<file path="config.mk">
export PLATFORM = sky130hd
export DESIGN_NAME = al_phy_clkdiv_seq_flat
export DESIGN_NICKNAME = d
export VERILOG_FILES = /design/src/rtl/al_phy_clkdiv_seq_pkg.sv /design/src/rtl/al_phy_clkdiv_seq_if.sv /design/src/rtl/al_phy_dly_cnt.sv /design/src/rtl/al_phy_clkdiv_seq.sv /design/src/flat_wrapper.sv
export SDC_FILE = /design/constraint.sdc
export NUM_CORES = 1
export LEC_CHECK = 0
export ABC_AREA = 1
export CAP_MARGIN = 20
export CORE_MARGIN = 1
export CORE_UTILIZATION = 59
export DETAILED_ROUTE_END_ITERATION = 10
export GPL_ROUTABILITY_DRIVEN = 1
export PLACE_DENSITY = 0.81
export SETUP_SLACK_MARGIN = 0.4
export SYNTH_ARGS = -nofsm -noshare
export SYNTH_HDL_FRONTEND = slang
export SYNTH_SLANG_ARGS = --single-unit
</file>
<file path="constraint.sdc">
create_clock -name clki -period 2.3 [get_ports clki]
set_input_delay 0.345 -clock clki [delete_from_list [all_inputs] [get_ports clki]]
set_output_delay 0.345 -clock clki [all_outputs]
set_load 0.02 [all_outputs]
</file>
<file path="src/rtl/al_phy_clkdiv_seq_pkg.sv">
`default_nettype none
// ============================================================================
// Module : al_phy_clkdiv_seq_pkg
// Brief  : State encodings, default cycle constants and output decode for the
//          IO clock / divider realignment sequencer.
// Rev    : 1.0  initial release
// ============================================================================
package al_phy_clkdiv_seq_pkg;

  localparam logic [2:0] SEQ_IDLE = 3'd0;
  localparam logic [2:0] SEQ_STOP = 3'd1;
  localparam logic [2:0] SEQ_RST  = 3'd2;
  localparam logic [2:0] SEQ_WAIT = 3'd3;
  localparam logic [2:0] SEQ_RLS  = 3'd4;

  localparam int DEF_STOP_CYC  = 4;
  localparam int DEF_RST_CYC   = 8;
  localparam int DEF_RLS_CYC   = 4;
  localparam int DEF_START_CYC = 4;
  localparam int DEF_CNT_W     = 8;

  typedef struct packed {
    logic stop;
    logic div_rst;
    logic div_rls;
    logic busy;
  } seq_out_t;

  // Output levels held while resident in a given state
  function automatic seq_out_t seq_decode(input logic [2:0] st);
    seq_out_t o;
    o = '{stop: 1'b0, div_rst: 1'b0, div_rls: 1'b1, busy: 1'b0};
    case (st)
      SEQ_STOP: o = '{stop: 1'b1, div_rst: 1'b0, div_rls: 1'b1, busy: 1'b1};
      SEQ_RST:  o = '{stop: 1'b1, div_rst: 1'b1, div_rls: 1'b0, busy: 1'b1};
      SEQ_WAIT: o = '{stop: 1'b1, div_rst: 1'b0, div_rls: 1'b0, busy: 1'b1};
      SEQ_RLS:  o = '{stop: 1'b0, div_rst: 1'b0, div_rls: 1'b1, busy: 1'b1};
      default:  o = '{stop: 1'b0, div_rst: 1'b0, div_rls: 1'b1, busy: 1'b0};
    endcase
    return o;
  endfunction

endpackage
`default_nettype wire

</file>
<file path="src/rtl/al_phy_clkdiv_seq_if.sv">
`default_nettype none
// ============================================================================
// Module : al_phy_clkdiv_seq_if
// Brief  : Request/status and clock-primitive control bundle of the sequencer.
// Rev    : 1.0  initial release
// ============================================================================
interface al_phy_clkdiv_seq_if;

  logic align_req;
  logic stop;
  logic div_rst;
  logic div_rls;
  logic busy;
  logic done;

  modport master (
    output align_req,
    input  stop,
    input  div_rst,
    input  div_rls,
    input  busy,
    input  done
  );

  modport slave (
    input  align_req,
    output stop,
    output div_rst,
    output div_rls,
    output busy,
    output done
  );

endinterface
`default_nettype wire

</file>
<file path="src/rtl/al_phy_dly_cnt.sv">
`default_nettype none
// ============================================================================
// Module : al_phy_dly_cnt
// Brief  : Loadable down-counter with zero flag; load has priority over dec.
// Rev    : 1.0  initial release
// ============================================================================
module al_phy_dly_cnt #(
  parameter int               CNT_W   = 8,
  parameter logic [CNT_W-1:0] RST_VAL = '0
) (
  input  wire logic             clki,
  input  wire logic             rstn,
  input  wire logic             load,
  input  wire logic [CNT_W-1:0] load_val,
  input  wire logic             dec,
  output logic      [CNT_W-1:0] count,
  output logic                  zero
);

  always_ff @(posedge clki or negedge rstn) begin
    if (!rstn) begin
      count <= RST_VAL;
    end else if (load) begin
      count <= load_val;
    end else if (dec) begin
      count <= count - 1'b1;
    end
  end

  assign zero = (count == '0);

endmodule
`default_nettype wire

</file>
<file path="src/rtl/al_phy_clkdiv_seq.sv">
`default_nettype none
// ============================================================================
// Module : al_phy_clkdiv_seq
// Brief  : Stop IO clock -> reset divider -> release -> restart IO clock.
//          Optional PLL lock gating via AL_CLKDIV_SEQ_LOCK_EN.
// Rev    : 1.0  initial release
// ============================================================================
module al_phy_clkdiv_seq
  import al_phy_clkdiv_seq_pkg::*;
#(
  parameter int STOP_CYC  = DEF_STOP_CYC,
  parameter int RST_CYC   = DEF_RST_CYC,
  parameter int RLS_CYC   = DEF_RLS_CYC,
  parameter int START_CYC = DEF_START_CYC,
  parameter int CNT_W     = DEF_CNT_W
) (
  input  wire logic          clki,
  input  wire logic          rstn,
`ifdef AL_CLKDIV_SEQ_LOCK_EN
  input  wire logic          pll_lock,
`endif
  al_phy_clkdiv_seq_if.slave sif
);

  localparam logic [CNT_W-1:0] C_STOP_LD  = CNT_W'(STOP_CYC - 1);
  localparam logic [CNT_W-1:0] C_RST_LD   = CNT_W'(RST_CYC - 1);
  localparam logic [CNT_W-1:0] C_RLS_LD   = CNT_W'(RLS_CYC - 1);
  localparam logic [CNT_W-1:0] C_START_LD = CNT_W'(START_CYC - 1);

  logic [2:0]       r_state;
  logic             r_pend;
  seq_out_t         r_out;
  logic             r_done;

  logic [2:0]       w_nxt_state;
  logic             w_pend_nxt;
  logic             w_done_nxt;
  logic             w_load;
  logic [CNT_W-1:0] w_load_val;
  logic             w_dec;
  logic             w_zero;
  logic [CNT_W-1:0] w_count;
  logic             w_lock;

`ifdef AL_CLKDIV_SEQ_LOCK_EN
  logic [1:0] r_lock_sync;

  // Lock is treated as lost until it has crossed both sync stages
  always_ff @(posedge clki or negedge rstn) begin
    if (!rstn) begin
      r_lock_sync <= 2'b00;
    end else begin
      r_lock_sync <= {r_lock_sync[0], pll_lock};
    end
  end

  assign w_lock = r_lock_sync[1];
`else
  assign w_lock = 1'b1;
`endif

  always_comb begin
    w_nxt_state = r_state;
    w_pend_nxt  = r_pend;
    w_done_nxt  = 1'b0;
    w_load      = 1'b0;
    w_load_val  = '0;
    if (!w_lock) begin
      w_nxt_state = SEQ_RST;
      w_load      = 1'b1;
      w_load_val  = C_RST_LD;
      w_pend_nxt  = 1'b0;
    end else begin
      if ((r_state != SEQ_IDLE) && sif.align_req) begin
        w_pend_nxt = 1'b1;
      end
      case (r_state)
        SEQ_IDLE: begin
          if (sif.align_req || r_pend) begin
            w_nxt_state = SEQ_STOP;
            w_load      = 1'b1;
            w_load_val  = C_STOP_LD;
            w_pend_nxt  = 1'b0;
          end
        end
        SEQ_STOP: begin
          if (w_zero) begin
            w_nxt_state = SEQ_RST;
            w_load      = 1'b1;
            w_load_val  = C_RST_LD;
          end
        end
        SEQ_RST: begin
          if (w_zero) begin
            w_nxt_state = SEQ_WAIT;
            w_load      = 1'b1;
            w_load_val  = C_RLS_LD;
          end
        end
        SEQ_WAIT: begin
          if (w_zero) begin
            w_nxt_state = SEQ_RLS;
            w_load      = 1'b1;
            w_load_val  = C_START_LD;
          end
        end
        SEQ_RLS: begin
          if (w_zero) begin
            w_nxt_state = SEQ_IDLE;
            w_done_nxt  = 1'b1;
          end
        end
        default: begin
          w_nxt_state = SEQ_IDLE;
        end
      endcase
    end
  end

  // Counter idles in SEQ_IDLE so it never wraps while waiting for a request
  assign w_dec = (r_state != SEQ_IDLE) && !w_load;

  al_phy_dly_cnt #(
    .CNT_W   (CNT_W),
    .RST_VAL (C_RST_LD)
  ) u_dly_cnt (
    .clki     (clki),
    .rstn     (rstn),
    .load     (w_load),
    .load_val (w_load_val),
    .dec      (w_dec),
    .count    (w_count),
    .zero     (w_zero)
  );

  // Outputs decoded from the next state so they are registered with it
  always_ff @(posedge clki or negedge rstn) begin
    if (!rstn) begin
      r_state <= SEQ_RST;
      r_pend  <= 1'b0;
      r_out   <= seq_decode(SEQ_RST);
      r_done  <= 1'b0;
    end else begin
      r_state <= w_nxt_state;
      r_pend  <= w_pend_nxt;
      r_out   <= seq_decode(w_nxt_state);
      r_done  <= w_done_nxt;
    end
  end

  assign sif.stop    = r_out.stop;
  assign sif.div_rst = r_out.div_rst;
  assign sif.div_rls = r_out.div_rls;
  assign sif.busy    = r_out.busy;
  assign sif.done    = r_done;

endmodule
`default_nettype wire
</file>
<file path="src/flat_wrapper.sv">
// flat-port wrapper written by rule: the top's interface ports become plain ports
module al_phy_clkdiv_seq_flat import al_phy_clkdiv_seq_pkg::*;
#(
  parameter int STOP_CYC  = DEF_STOP_CYC,
  parameter int RST_CYC   = DEF_RST_CYC,
  parameter int RLS_CYC   = DEF_RLS_CYC,
  parameter int START_CYC = DEF_START_CYC,
  parameter int CNT_W     = DEF_CNT_W
)
  (clki, rstn, sif_align_req, sif_stop, sif_div_rst, sif_div_rls, sif_busy, sif_done);
  al_phy_clkdiv_seq_if sif_i ();
  input  wire logic clki;
  input  wire logic rstn;
  input wire logic [$bits(sif_i.align_req)-1:0] sif_align_req;
  output wire logic [$bits(sif_i.stop)-1:0] sif_stop;
  output wire logic [$bits(sif_i.div_rst)-1:0] sif_div_rst;
  output wire logic [$bits(sif_i.div_rls)-1:0] sif_div_rls;
  output wire logic [$bits(sif_i.busy)-1:0] sif_busy;
  output wire logic [$bits(sif_i.done)-1:0] sif_done;
  assign sif_i.align_req = sif_align_req;
  assign sif_stop = sif_i.stop;
  assign sif_div_rst = sif_i.div_rst;
  assign sif_div_rls = sif_i.div_rls;
  assign sif_busy = sif_i.busy;
  assign sif_done = sif_i.done;
  al_phy_clkdiv_seq #(.STOP_CYC(STOP_CYC), .RST_CYC(RST_CYC), .RLS_CYC(RLS_CYC), .START_CYC(START_CYC), .CNT_W(CNT_W)) u_core (.clki(clki), .rstn(rstn), .sif(sif_i));
endmodule
</file>
Word-level counts from Yosys, hierarchy flattened
Index checks and enable logic that the tools add are counted.
{"block": "word_totals", "mem_bits_ro": 0, "in_bits": 3, "latchBits": 0, "out_inout_bits": 5, "n_memories": 0, "word_cells": 47, "ram_bits": 0, "reg_bits": 17}
{"block": "classes", "div": 0, "n_lt_le_gt_ge": 0, "shifts": 0, "eq_ne": 8, "reduce_logical": 10, "multipliers": 0, "mux": 20, "bitwise_logic": 0, "addsub": 1}
{"op": "8-bit case mux with 3 select lines", "count": 1}
{"op": "3-bit 2-to-1 mux", "count": 6}
{"op": "8-bit 2-to-1 mux", "count": 2}
{"op": "4-bit case mux with 4 select lines", "count": 1}
{"op": "3-bit case mux with 5 select lines", "count": 1}
{"op": "3-bit by 2-bit equality test with 1-bit output, second input constant", "count": 4}
{"op": "8-bit zero test", "count": 1}
{"op": "8-bit by 1-bit subtractor with 8-bit output, second input constant", "count": 1}
{"op": "3-bit by 1-bit equality test with 1-bit output, second input constant", "count": 2}
{"op": "3-bit equality test, second input constant", "count": 2}
{"op": "1-bit 2-to-1 mux", "count": 6}
{"op": "2-bit 2-to-1 mux", "count": 2}
{"op": "3-bit zero test", "count": 1}
{"op": "3-bit nonzero test", "count": 1}
{"op": "3-bit OR reduction", "count": 1}
{"op": "1-bit logical AND", "count": 2}
{"op": "1-bit case mux with 2 select lines", "count": 1}
{"op": "2-bit nonzero test", "count": 1}
{"op": "2-bit OR reduction", "count": 1}
{"op": "1-bit zero test", "count": 1}
{"op": "1-bit logical OR", "count": 1}

Longest topological paths before layout
Gate-level depths: netlist (run 1).
{"block": "depth", "ltp_word": 7, "mapped_depth": 9, "ltp_nobuf": 9}

By module
A second synthesis (run 1) with hierarchy kept.
{"block": "hier_totals", "hier_cells": 119, "hier_area_um2": 949.7}
{"module": "al_phy_dly_cnt", "cells_per_inst": 73, "n_inst": 1, "area_each_um2": 544.3, "seq_area_each_um2": 203.9}
{"module": "al_phy_clkdiv_seq", "cells_per_inst": 46, "n_inst": 1, "area_each_um2": 405.4, "seq_area_each_um2": 230.2}

Worst setup path before layout (run 1)
OpenSTA, ideal clock, no wires.
{"block": "synth_timing", "kind": "reg-to-reg", "from": "register u_core.u_dly_cnt.count[0]", "to": "register u_core.r_out (netlist bit u_core.sif.busy)", "path_stages_with_launch": 9, "synth_period_minus_slack_ps": 1387, "setup_ps": 92, "setup_slack_ps": 913, "arrival_time_ps": 1295, "path_cell_list": "dfstp_2 > inv_1 > ha_1 > nand2_2 > nor2_4 > nand2_4 > nor2_1 > nor2_2 > nand4_1"}
{"block": "synth_between", "elab_chain_len": 5, "word_cells_on_any_way": 11, "classes_between": "4 x eq/ne; 6 x mux; 1 x reduce/logical"}
{"element": "from (decl)", "line_no": "al_phy_dly_cnt.sv:16", "source": "output logic [CNT_W-1:0] count,"}
{"element": "from (signal assigned)", "line_no": "al_phy_dly_cnt.sv:24", "source": "count <= load_val;"}
{"element": "from (signal assigned)", "line_no": "al_phy_dly_cnt.sv:26", "source": "count <= count - 1'b1;"}
{"element": "8-bit zero test *", "line_no": "al_phy_dly_cnt.sv:30", "source": "assign zero = (count == '0);"}
{"element": "3-bit 2-to-1 mux (on tied branches)"}
{"element": "3-bit case mux with 5 select lines *", "line_no": "al_phy_clkdiv_seq.sv:77", "source": "case (r_state)"}
{"element": "3-bit equality test (tied with other cells)", "line_no": "al_phy_clkdiv_seq_pkg.sv:33", "source": "case (st)"}
{"element": "4-bit case mux with 4 select lines *", "line_no": "al_phy_clkdiv_seq_pkg.sv:33"}
{"element": "to (signal assigned)", "line_no": "al_phy_clkdiv_seq.sv:141", "source": "r_out <= seq_decode(SEQ_RST);"}
{"element": "to (signal assigned)", "line_no": "al_phy_clkdiv_seq.sv:146", "source": "r_out <= seq_decode(w_nxt_state);"}
{"element": "to (decl)", "line_no": "al_phy_clkdiv_seq.sv:32", "source": "seq_out_t r_out;"}
Every way passes the cells marked *; elsewhere a longest branch is shown, timed or not.
A chain may end at the register's enable or synchronous reset.

Worst setup path after layout (run 1)
{"block": "layout_timing", "from": "register u_core.r_out (netlist bit u_core.sif.div_rst)", "to": "output port sif_div_rst"}
{"element": "to (decl)", "line_no": "flat_wrapper.sv:16", "source": "output wire logic [$bits(sif_i.div_rst)-1:0] sif_div_rst;"}
No word-level cell between the ends.

==> results of run 1 <==
[worst paths after layout]
check	to	slack [ns]
min in group clki	u_core.u_dly_cnt.count[0]$_DFFE_PN1P_	0.52
min	u_core.u_dly_cnt.count[7]$_DFFE_PN0P_	0.47
max reg2reg	u_core.sif.busy$_DFF_PN1_	0.74
min reg2reg	u_core.u_dly_cnt.count[0]$_DFFE_PN1P_	0.52
max in group asynchronous	u_core.sif.div_rls$_DFF_PN0_	1.38
max	sif_div_rst	0.55
[metal layers]
metal,up-vias,global-route usage [%],share of wire (%)
met1,313,28.45,50
met2,10,34.06,47
met5,-,0,0
met3,2,5.217,2.3
li1,361,-,-
met4,0,3.871,0.38
[cell usage in the layout (no fill, tap or decap)]
cell type        Yosys  layout
o21a_1               1       1
nor2_4               2       2
inv_2                5       5
a31oi_1              1       1
inv_4                1       1
o21ai_0              1       1
ha_1                 1       1
nand2_4              2       2
clkdlybuf4s50_1      0       7
clkinv_2             0       1
dfstp_2              7       7
clkbuf_4             0       3
nor2_2               4       4
nor3_1               4       4
nand2_1             19      19
xor2_1               2       2
nor2_1              15      15
inv_1               13      13
o211ai_1             1       1
dfrtp_1             10      10
nand4_1              1       1
nor3_2               2       2
a21oi_1              2       2
nand3_1              8       8
o21ai_4              2       2
nand2_2              5       5
[state kept, by name (all words and copies together) (netlist names)]
| name | count |
|---|---|
| u_core.r_pend | 1 |
| u_core.sif.div_rst | 1 |
| u_core.sif.div_rls | 1 |
| u_core.r_state | 3 |
| u_core.sif.busy | 1 |
| u_core.u_dly_cnt.count | 8 |
| u_core.sif.done | 1 |
| u_core.sif.stop | 1 |
[through the flow]
stage	area (um2)	instances	util [%]	hold slack, ns
after floorplan	922.1	109	-	0.04941
after global placement	1011	131	73.12	0.4889
after detailed placement	1011	131	73.12	0.5151
after CTS	1039	135	75.11	0.5034
after global routing	1039	135	75.11	0.5479
final	1039	135	75.11	0.4693
[synth_stat cells]
| cell | count |
|---|---|
| nand2_1 | 19 |
| nor2_1 | 15 |
| inv_1 | 13 |
| dfrtp_1 | 10 |
| nand3_1 | 8 |
| dfstp_2 | 7 |
| inv_2 | 5 |
| nand2_2 | 5 |
| nor2_2 | 4 |
| nor3_1 | 4 |
| a21oi_1 | 2 |
| nand2_4 | 2 |
| nor2_4 | 2 |
| nor3_2 | 2 |
| o21ai_4 | 2 |
| xor2_1 | 2 |
| a31oi_1 | 1 |
| ha_1 | 1 |
| inv_4 | 1 |
| nand4_1 | 1 |
| o211ai_1 | 1 |
| o21a_1 | 1 |
| o21ai_0 | 1 |
[cell families after synthesis]
| group | count (synthesis) | share of synthesized area (%) |
|---|---|---|
| AO/OA/AOI/OAI | 8 | 7.463 |
| XOR/XNOR | 2 | 1.900 |
| adder cells (fa/ha/maj) | 1 | 1.357 |
| buffers and inverters | 19 | 8.006 |
| flip-flops | 17 | 47.08 |
| AND/OR/NAND/NOR | 62 | 34.19 |
[area by class of cell]
class | count | area share [%]
Clock buffer | 3 | 2.169
Clock inverter | 1 | 0.4819
Multi-Input combinational cell | 73 | 39.88
Inverter | 19 | 7.108
Timing Repair Buffer | 7 | 6.747
Tap cell | 15 | 1.807
Sequential cell | 17 | 41.81
[report_power, final]
group / internal (mW) / switching [mW] / total, mW
clock: 0.0645 / 0.0943 / 0.159
combinational: 0.00325 / 0.00634 / 0.00958
sequential: 0.300 / 0.000739 / 0.301
total: 0.368 / 0.101 / 0.469
==> results.sh, run 1 <==
export IMPL_cts_setup_buffers=0
export IMPL_fmax_mhz=570.6
export IMPL_worstReg2RegStart="u_core.u_dly_cnt.count[0]$_DFFE_PN1P_"
export IMPL_fin_nets=125
export IMPL_holdBufCountCts=0
export IMPL_antenna_cells=0
export IMPL_fin_tns_setup_ns=0
export IMPL_final_setup_viol_count=0
export IMPL_die_area_um2=1725
export IMPL_crit_start="u_core.sif.div_rst$_DFF_PN1_"
export IMPL_drtIter0Drc=14
export IMPL_die_h_um=41.54
export IMPL_cts_tree="done"
export IMPL_tightest_slew_ns=0.7040
export IMPL_clockBufferDepth=2
export IMPL_synthesis_nets=113
export IMPL_cts_buffers=3
export IMPL_gp_congestion=0.8955
export IMPL_regArea_um2=434.2
export IMPL_multi_input_area_um2=414.1
export IMPL_reg2regPathDepth=8
export IMPL_synth_top_area_share_pct=27.14
export IMPL_netlist_area_um2=922.1
export IMPL_period_share_pct=76.20
export IMPL_power_total_uw=469.2
export IMPL_cp_end_kind="output pin"
export IMPL_hold_viol_final=0
export IMPL_grt_max_degree=18
export IMPL_avgSynthCellArea_um2=8.460
export IMPL_core_area_um2=1383
export IMPL_grt_pass1_vias=662
export IMPL_synthDistinctLibCells=23
export IMPL_synthCells=109
export IMPL_skew_ns=0.003374
export IMPL_status="finished clean"
export IMPL_required_ns=1.96
export IMPL_synth_top_area_cell="dfrtp_1"
export IMPL_ys_warn_count=0
export IMPL_seq_area_frac_synth_pct=47.08
export IMPL_place_ws_ns=0.7426
export IMPL_overflow=0
export IMPL_clk_insertion_delay_late_ns=0.28
export IMPL_pin_count=8
export IMPL_drc=0
export IMPL_peakVddDrop_mv=0.4719
export IMPL_synthTopCellsByArea="dfrtp_1 27%, dfstp_2 20%, nand2_1 7.7%, nor2_1 6.1%, inv_1 5.3%"
export IMPL_crit_buf_inv=1
export IMPL_io_buffers=7
export IMPL_firstDrtPassIters=4
export IMPL_antenna_left=0
export IMPL_crit_fanout=1
export IMPL_crit_family="buffers and inverters"
export IMPL_antenna_found_initial=0
export IMPL_post_cts_resized=0
export IMPL_vias=686
export IMPL_die_width_um=41.54
export IMPL_drt_total_wl_mm=1.559
export IMPL_grt_usage_pct=20.87
export IMPL_drt_wirelength_per_cell_um=11.55
export IMPL_layout_drive_gt1_share_pct=28.33
export IMPL_synth_seq_cells=17
export IMPL_crit_arrival_ns=1.41
export IMPL_htree_levels=1
export IMPL_max_cap_violations=0
export IMPL_setup_ws_ns=0.5474
export IMPL_drv_slew=0
export IMPL_rsz0062_at_grt="false"
export IMPL_hold_path_class="in2async"
export IMPL_critPathSlowestCell="clkdlybuf4s50_1"
export IMPL_clk_pin_slew_ns=0.10
export IMPL_crit_type="reg2out"
export IMPL_root_buffer="clkbuf_4"
export IMPL_path_cells="clkdlybuf4s50_1"
export IMPL_area_delta_synth_final_pct=12.62
export IMPL_dpl_hpwl_mm=1.243
export IMPL_startpoint_type="flip-flop"
export IMPL_cp_depth=1
export IMPL_maxSlewHeadroom_pct=52.92
export IMPL_min_period_ns=1.753
export IMPL_fillers=103
export IMPL_p_leak_nw=0.5649
export IMPL_initial_core_util_pct=66.70
export IMPL_clock_sinks=17
export IMPL_grt_pass1_wl_mm=2.787
export IMPL_power_per_cell_area_nw_per_um2=451.8
export IMPL_slowest_delay_ns=0.59
export IMPL_vias_per_cell=5.081
export IMPL_row_count=13
(Power assumes the default switching activity.)
==> run 2: changes to the inputs <==
- CORE_UTILIZATION: 59 -> 55
- PLACE_DENSITY: 0.81 -> 0.76
- clock period: 2.3 -> 1.7 ns (I/O delays scaled with it)
==> run 2 against run 1 <==
Effect of this change: hold slack got worse by 0.18 ns; clock power up 33%; clock skew is 0.0018 ns higher; cell area up 12%.
==> results.sh, run 2 (synthesized netlist as in run 1, its figures left out) <==
export IMPL_status="finished clean"
export IMPL_antenna_found_initial=0
export IMPL_drtIter0Drc=11
export IMPL_skew_ns=0.005132
export IMPL_hold_path_class="in2async"
export IMPL_period_share_pct=81.37
export IMPL_tightest_slew_ns=0.2240
export IMPL_fin_nets=132
export IMPL_min_period_ns=1.383
export IMPL_overflow=0
export IMPL_grt_usage_pct=22.60
export IMPL_grt_pass1_wl_mm=3.091
export IMPL_layout_drive_gt1_share_pct=46.46
export IMPL_maxSlewHeadroom_pct=85.01
export IMPL_reg2reg_slack_ns=0.32
export IMPL_fmax_mhz=722.9
export IMPL_vias_per_cell=5.140
export IMPL_layout_cells_non_filler=143
export IMPL_timing_rr_end="u_core.u_dly_cnt.count[2]$_DFFE_PN1P_"
export IMPL_placed_area_um2=1032
export IMPL_clock_sinks=17
export IMPL_drc=0
export IMPL_root_buffer="clkbuf_4"
export IMPL_crit_start="u_core.u_dly_cnt.count[1]$_DFFE_PN1P_"
export IMPL_final_cell_mix="16 x nand2_1, 13 x nor2_1, 11 x inv_1"
export IMPL_htree_levels=1
export IMPL_grt_max_degree=18
export IMPL_antenna_cells=0
export IMPL_area_delta_synth_final_pct=26.05
export IMPL_required_ns=1.92
export IMPL_max_cap_violations=0
export IMPL_crit_fanout=4
export IMPL_crit_arrival_ns=1.61
export IMPL_pin_count=8
export IMPL_core_area_um2=1541
export IMPL_clockBufferDepth=2
export IMPL_regMostFlops="u_core.u_dly_cnt.count"
export IMPL_stdcell_area_um2=1162
export IMPL_reg2regPathDepth=8
export IMPL_final_setup_viol_count=0
export IMPL_row_count=14
export IMPL_startpoint_type="flip-flop"
export IMPL_power_per_cell_area_nw_per_um2=544.5
export IMPL_drt_wirelength_per_cell_um=12.83
export IMPL_gp_congestion=0.7978
export IMPL_p_leak_nw=0.6359
export IMPL_worstReg2RegStart="u_core.u_dly_cnt.count[1]$_DFFE_PN1P_"
export IMPL_antenna_left=0
export IMPL_cts_buffers=3
export IMPL_top_regs="u_core.u_dly_cnt.count x8, u_core.r_state x3"
export IMPL_dpl_hpwl_mm=1.285
export IMPL_final_common_cell="nand2_1"
export IMPL_placed_cells=133
export IMPL_endpoint="u_core.u_dly_cnt.count[2]$_DFFE_PN1P_"
export IMPL_die_area_um2=1844
export IMPL_die_h_um=42.95
export IMPL_crit_type="reg2reg"
export IMPL_rsz0062_at_grt="true"
export IMPL_firstDrtPassIters=4
export IMPL_initial_core_util_pct=59.82
export IMPL_clk_pin_slew_ns=0.10
export IMPL_clk_insertion_delay_late_ns=0.28
export IMPL_hold_slack_ns=0.2850
export IMPL_cts_tree="done"
export IMPL_cp_end_kind="flip-flop"
export IMPL_drt_total_wl_mm=1.834
export IMPL_largest_reg_flops=8
export IMPL_peakVddDrop_mv=0.6009
export IMPL_grt_pass1_vias=715
export IMPL_fin_tns_setup_ns=0
export IMPL_drv_slew=0
export IMPL_hold_viol_final=0
export IMPL_io_buffers=7
export IMPL_die_width_um=42.95
export IMPL_vias=735
-- run 2: cell types whose count changed in the layout (fill, tap and decap cells not counted), sizes merged --
cell	change
clkdlybuf4s50	-5
buf	+9
clkbuf	+2
clkinv	-1
dlygate4sd2	+2
-- run 2: metal layers --
metal  vias up  share of wire (%)  GRT usage, %
met5         -                  0             0
li1        374                  -             -
met1       351                 44         29.12
met4         0               0.71         6.061
met3         2                1.9         3.830
met2         8                 54         39.09
-- run 2: critical path, stage by stage (launching register included) --
cell     delay [ns]
dfstp_2        0.55
inv_2          0.05
ha_4           0.17
nand2_4        0.06
nor2_4         0.04
nand2_4        0.09
o21ai_4        0.07
buf_6          0.14
o21a_1         0.16
-- run 2: final cells by class --
class	count	area, um2
multi-input cells	73	489.2
flip-flops and latches	17	434.2
fillers	101	379.1
repair buffers	14	116.4
inverters	19	76.32
clock buffers	4	26.28
well taps	16	20.02
-- run 2: how the worst min path moves through the flow --
stage	end	slack, ns	cells after the start
floorplan	u_core.r_pend$_DFF_PN0_	-0.04	0
global placement	u_core.u_dly_cnt.count[0]$_DFFE_PN1P_	0.50	2
detailed placement	u_core.u_dly_cnt.count[1]$_DFFE_PN1P_	0.52	2
CTS	u_core.u_dly_cnt.count[7]$_DFFE_PN0P_	0.29	2
global route	u_core.u_dly_cnt.count[5]$_DFFE_PN0P_	0.31	2
finish	u_core.u_dly_cnt.count[5]$_DFFE_PN0P_	0.28	2
-- run 2: stage by stage --
stage          util, %  power, mW  worst slack, ns
3_5_place_dp     66.96     0.4297           0.2523
2_1_floorplan        -     0.4147           0.3868
3_3_place_gp     66.96     0.4297           0.2747
6_report         75.41     0.6329           0.3167
5_1_grt          75.41     0.6562           0.2559
4_1_cts          75.00     0.6405           0.2917
-- run 2: timing repair --
action	in CTS	in global routing
hold buffers	0	0
gates resized for setup	28	4
pin swaps	13	3
endpoints found under the hold margin	0	0
endpoints found under the setup margin	18	17
setup buffers	6	0
-- run 2: where the power goes --
part           internal, mW  switching, mW  total, mW
combinational       0.00592        0.00894     0.0149
clock                0.0908          0.120      0.211
sequential            0.406       0.000961      0.407
==> run 3: changes to the inputs <==
- clock period: 1.7 -> 1.3 ns (I/O delays scaled with it)
==> run 3 against run 2 <==
Effect of this change: the flow now finishes with violations (setup timing); critical endpoint is now u_core.u_dly_cnt.count[1]$_DFFE_PN1P_; sequential share of layout area shrank 3.3 points; clock power up 36%; cell count increased by 8.4%; largest power group unchanged; routed wire length grew 18%; non-clock buffer count increased by 12; utilization grew 7.4 points; largest cell class unchanged.
==> results.sh, run 3 (synthesized netlist as in run 1, its figures left out) <==
export IMPL_status="complete, but fails checks"
export IMPL_violations="setup timing"
export IMPL_combPwrFrac_pct=2.4
export IMPL_area_delta_synth_final_pct=38.40
export IMPL_fillers=98
export IMPL_tightest_slew_ns=0.2609
export IMPL_crit_arrival_ns=1.65
export IMPL_swShare_pct=21.59
export IMPL_drc=0
export IMPL_fmax_mhz=706.3
export IMPL_crit_family="flip-flops"
export IMPL_core_area_um2=1541
export IMPL_cp_end_kind="flip-flop"
export IMPL_crit_path_frequent_cell="nand2_4"
export IMPL_drt_total_wl_mm=2.166
export IMPL_critPathSlowestCell="dfstp_2"
export IMPL_cts_buffers=3
export IMPL_reg2regPathDepth=9
export IMPL_grt_max_degree=18
export IMPL_crit_buf_inv=3
export IMPL_clockBufferDepth=2
export IMPL_place_ws_ns=-0.1094
export IMPL_crit_type="reg2reg"
export IMPL_row_count=14
export IMPL_min_period_ns=1.416
export IMPL_hold_path_class="in2async"
export IMPL_hold_viol_final=0
export IMPL_root_buffer="clkbuf_4"
export IMPL_p_leak_nw=0.6956
export IMPL_clkPwrFrac_pct=34.3
export IMPL_grt_pass1_vias=791
export IMPL_clk_pin_slew_ns=0.09
export IMPL_hold_slack_ns=0.2012
export IMPL_crit_fanout=4
export IMPL_intPower_uw=658.6
export IMPL_final_common_cell="buf_4"
export IMPL_fin_tns_setup_ns=-1.094
export IMPL_clock_sinks=17
export IMPL_layout_drive_gt1_share_pct=53.24
export IMPL_multi_input_area_um2=493.0
export IMPL_dpl_hpwl_mm=1.346
export IMPL_regMostFlops="u_core.u_dly_cnt.count"
export IMPL_firstDrtPassIters=5
export IMPL_final_setup_viol_count=14
export IMPL_vias_per_cell=5.258
export IMPL_peakVddDrop_mv=0.7987
export IMPL_required_ns=1.53
export IMPL_top_regs="u_core.u_dly_cnt.count x8, u_core.r_state x3"
export IMPL_skew_ns=0.002588
export IMPL_power_switching_uw=181.4
export IMPL_maxSlewHeadroom_pct=82.61
export IMPL_clk_insertion_delay_late_ns=0.30
export IMPL_cts_tree="done"
export IMPL_die_area_um2=1844
export IMPL_startpoint_type="flip-flop"
export IMPL_max_cap_violations=0
export IMPL_crit_start="u_core.u_dly_cnt.count[0]$_DFFE_PN1P_"
export IMPL_drv_slew=0
export IMPL_regArea_um2=434.2
export IMPL_antenna_cells=0
export IMPL_antenna_found_initial=0
export IMPL_grt_usage_pct=24.60
export IMPL_antenna_left=0
export IMPL_setup_ws_ns=-0.1158
export IMPL_cp_depth=9
export IMPL_final_cell_mix="17 x buf_4, 16 x nand2_1, 12 x nor2_1"
export IMPL_rsz0062_at_grt="true"
export IMPL_initial_core_util_pct=59.82
export IMPL_io_buffers=7
export IMPL_power_frac_seq_pct=63.4
export IMPL_die_h_um=42.95
export IMPL_drtIter0Drc=33
export IMPL_worstReg2RegStart="u_core.u_dly_cnt.count[0]$_DFFE_PN1P_"
export IMPL_holdBufCountCts=0
export IMPL_grt_pass1_wl_mm=3.305
export IMPL_largest_reg_flops=8
export IMPL_slowest_delay_ns=0.39
export IMPL_pin_count=8
export IMPL_period_share_pct=108.9
export IMPL_power_per_cell_area_nw_per_um2=658.2
export IMPL_overflow=0
export IMPL_path_cells="inv_2 > ha_4 > nand2_4 > nor2_4 > nand2_4 > o21ai_4 > buf_6 > inv_4 > o211ai_1"
export IMPL_die_width_um=42.95
export IMPL_htree_levels=1
export IMPL_fin_nets=144
export IMPL_drt_wirelength_per_cell_um=13.97
export IMPL_vias=815
export IMPL_gp_congestion=0.8138
-- run 3: what timing repair did --
item	CTS	global route
pin swaps	8	6
gates resized for setup	39	11
setup endpoints to repair	22	22
setup buffers	3	4
-- run 3: area by class of cell --
type	count	area share, %
clock buffer	4	2.059
inverter	19	5.980
multi-input combinational	73	38.63
sequential	17	34.02
tap	16	1.569
timing repair buffer	26	17.75
-- run 3: metrics by stage --
| stage | cell area, um2 | power (mW) | cells | utilization, % |
|---|---|---|---|---|
| CTS | 1209 | 0.8406 | 151 | 78.41 |
| floorplan | 939.7 | 0.5423 | 109 | - |
| finish | 1276 | 0.8400 | 155 | 82.79 |
| detailed placement | 1120 | 0.5620 | 144 | 72.65 |
| global route | 1276 | 0.8694 | 155 | 82.79 |
| global placement | 1120 | 0.5616 | 144 | 72.65 |
-- run 3: per-layer routing --
metal | vias to the layer above | part of all wire, % | global-route usage (%)
met1 | 392 | 44 | 30.66
met2 | 18 | 51 | 41.82
li1 | 400 | - | -
met3 | 5 | 3.0 | 2.979
met5 | - | 0 | 0
met4 | 0 | 2.1 | 12.12
-- run 3: power groups by stage --
stage / Combinational [mW] / Sequential [mW] / Clock, mW
after floorplan: 0.000766 / 0.541 / 0
after global placement: 0.0201 / 0.541 / 0
after detailed placement: 0.0204 / 0.542 / 0
after CTS: 0.0204 / 0.532 / 0.288
after global routing: 0.0225 / 0.533 / 0.314
final: 0.0200 / 0.532 / 0.288
-- run 3: path summary, 6_finish.rpt --
kind,endpoint,slack (ns)
setup / recovery,u_core.u_dly_cnt.count[1]$_DFFE_PN1P_,-0.12
hold / removal,u_core.u_dly_cnt.count[5]$_DFFE_PN0P_,0.20
max in group asynchronous,u_core.r_state[1]$_DFF_PN1_,0.84
hold reg to reg,u_core.u_dly_cnt.count[0]$_DFFE_PN1P_,0.52
setup reg to reg,u_core.u_dly_cnt.count[1]$_DFFE_PN1P_,-0.12
min in group clki,u_core.u_dly_cnt.count[0]$_DFFE_PN1P_,0.52
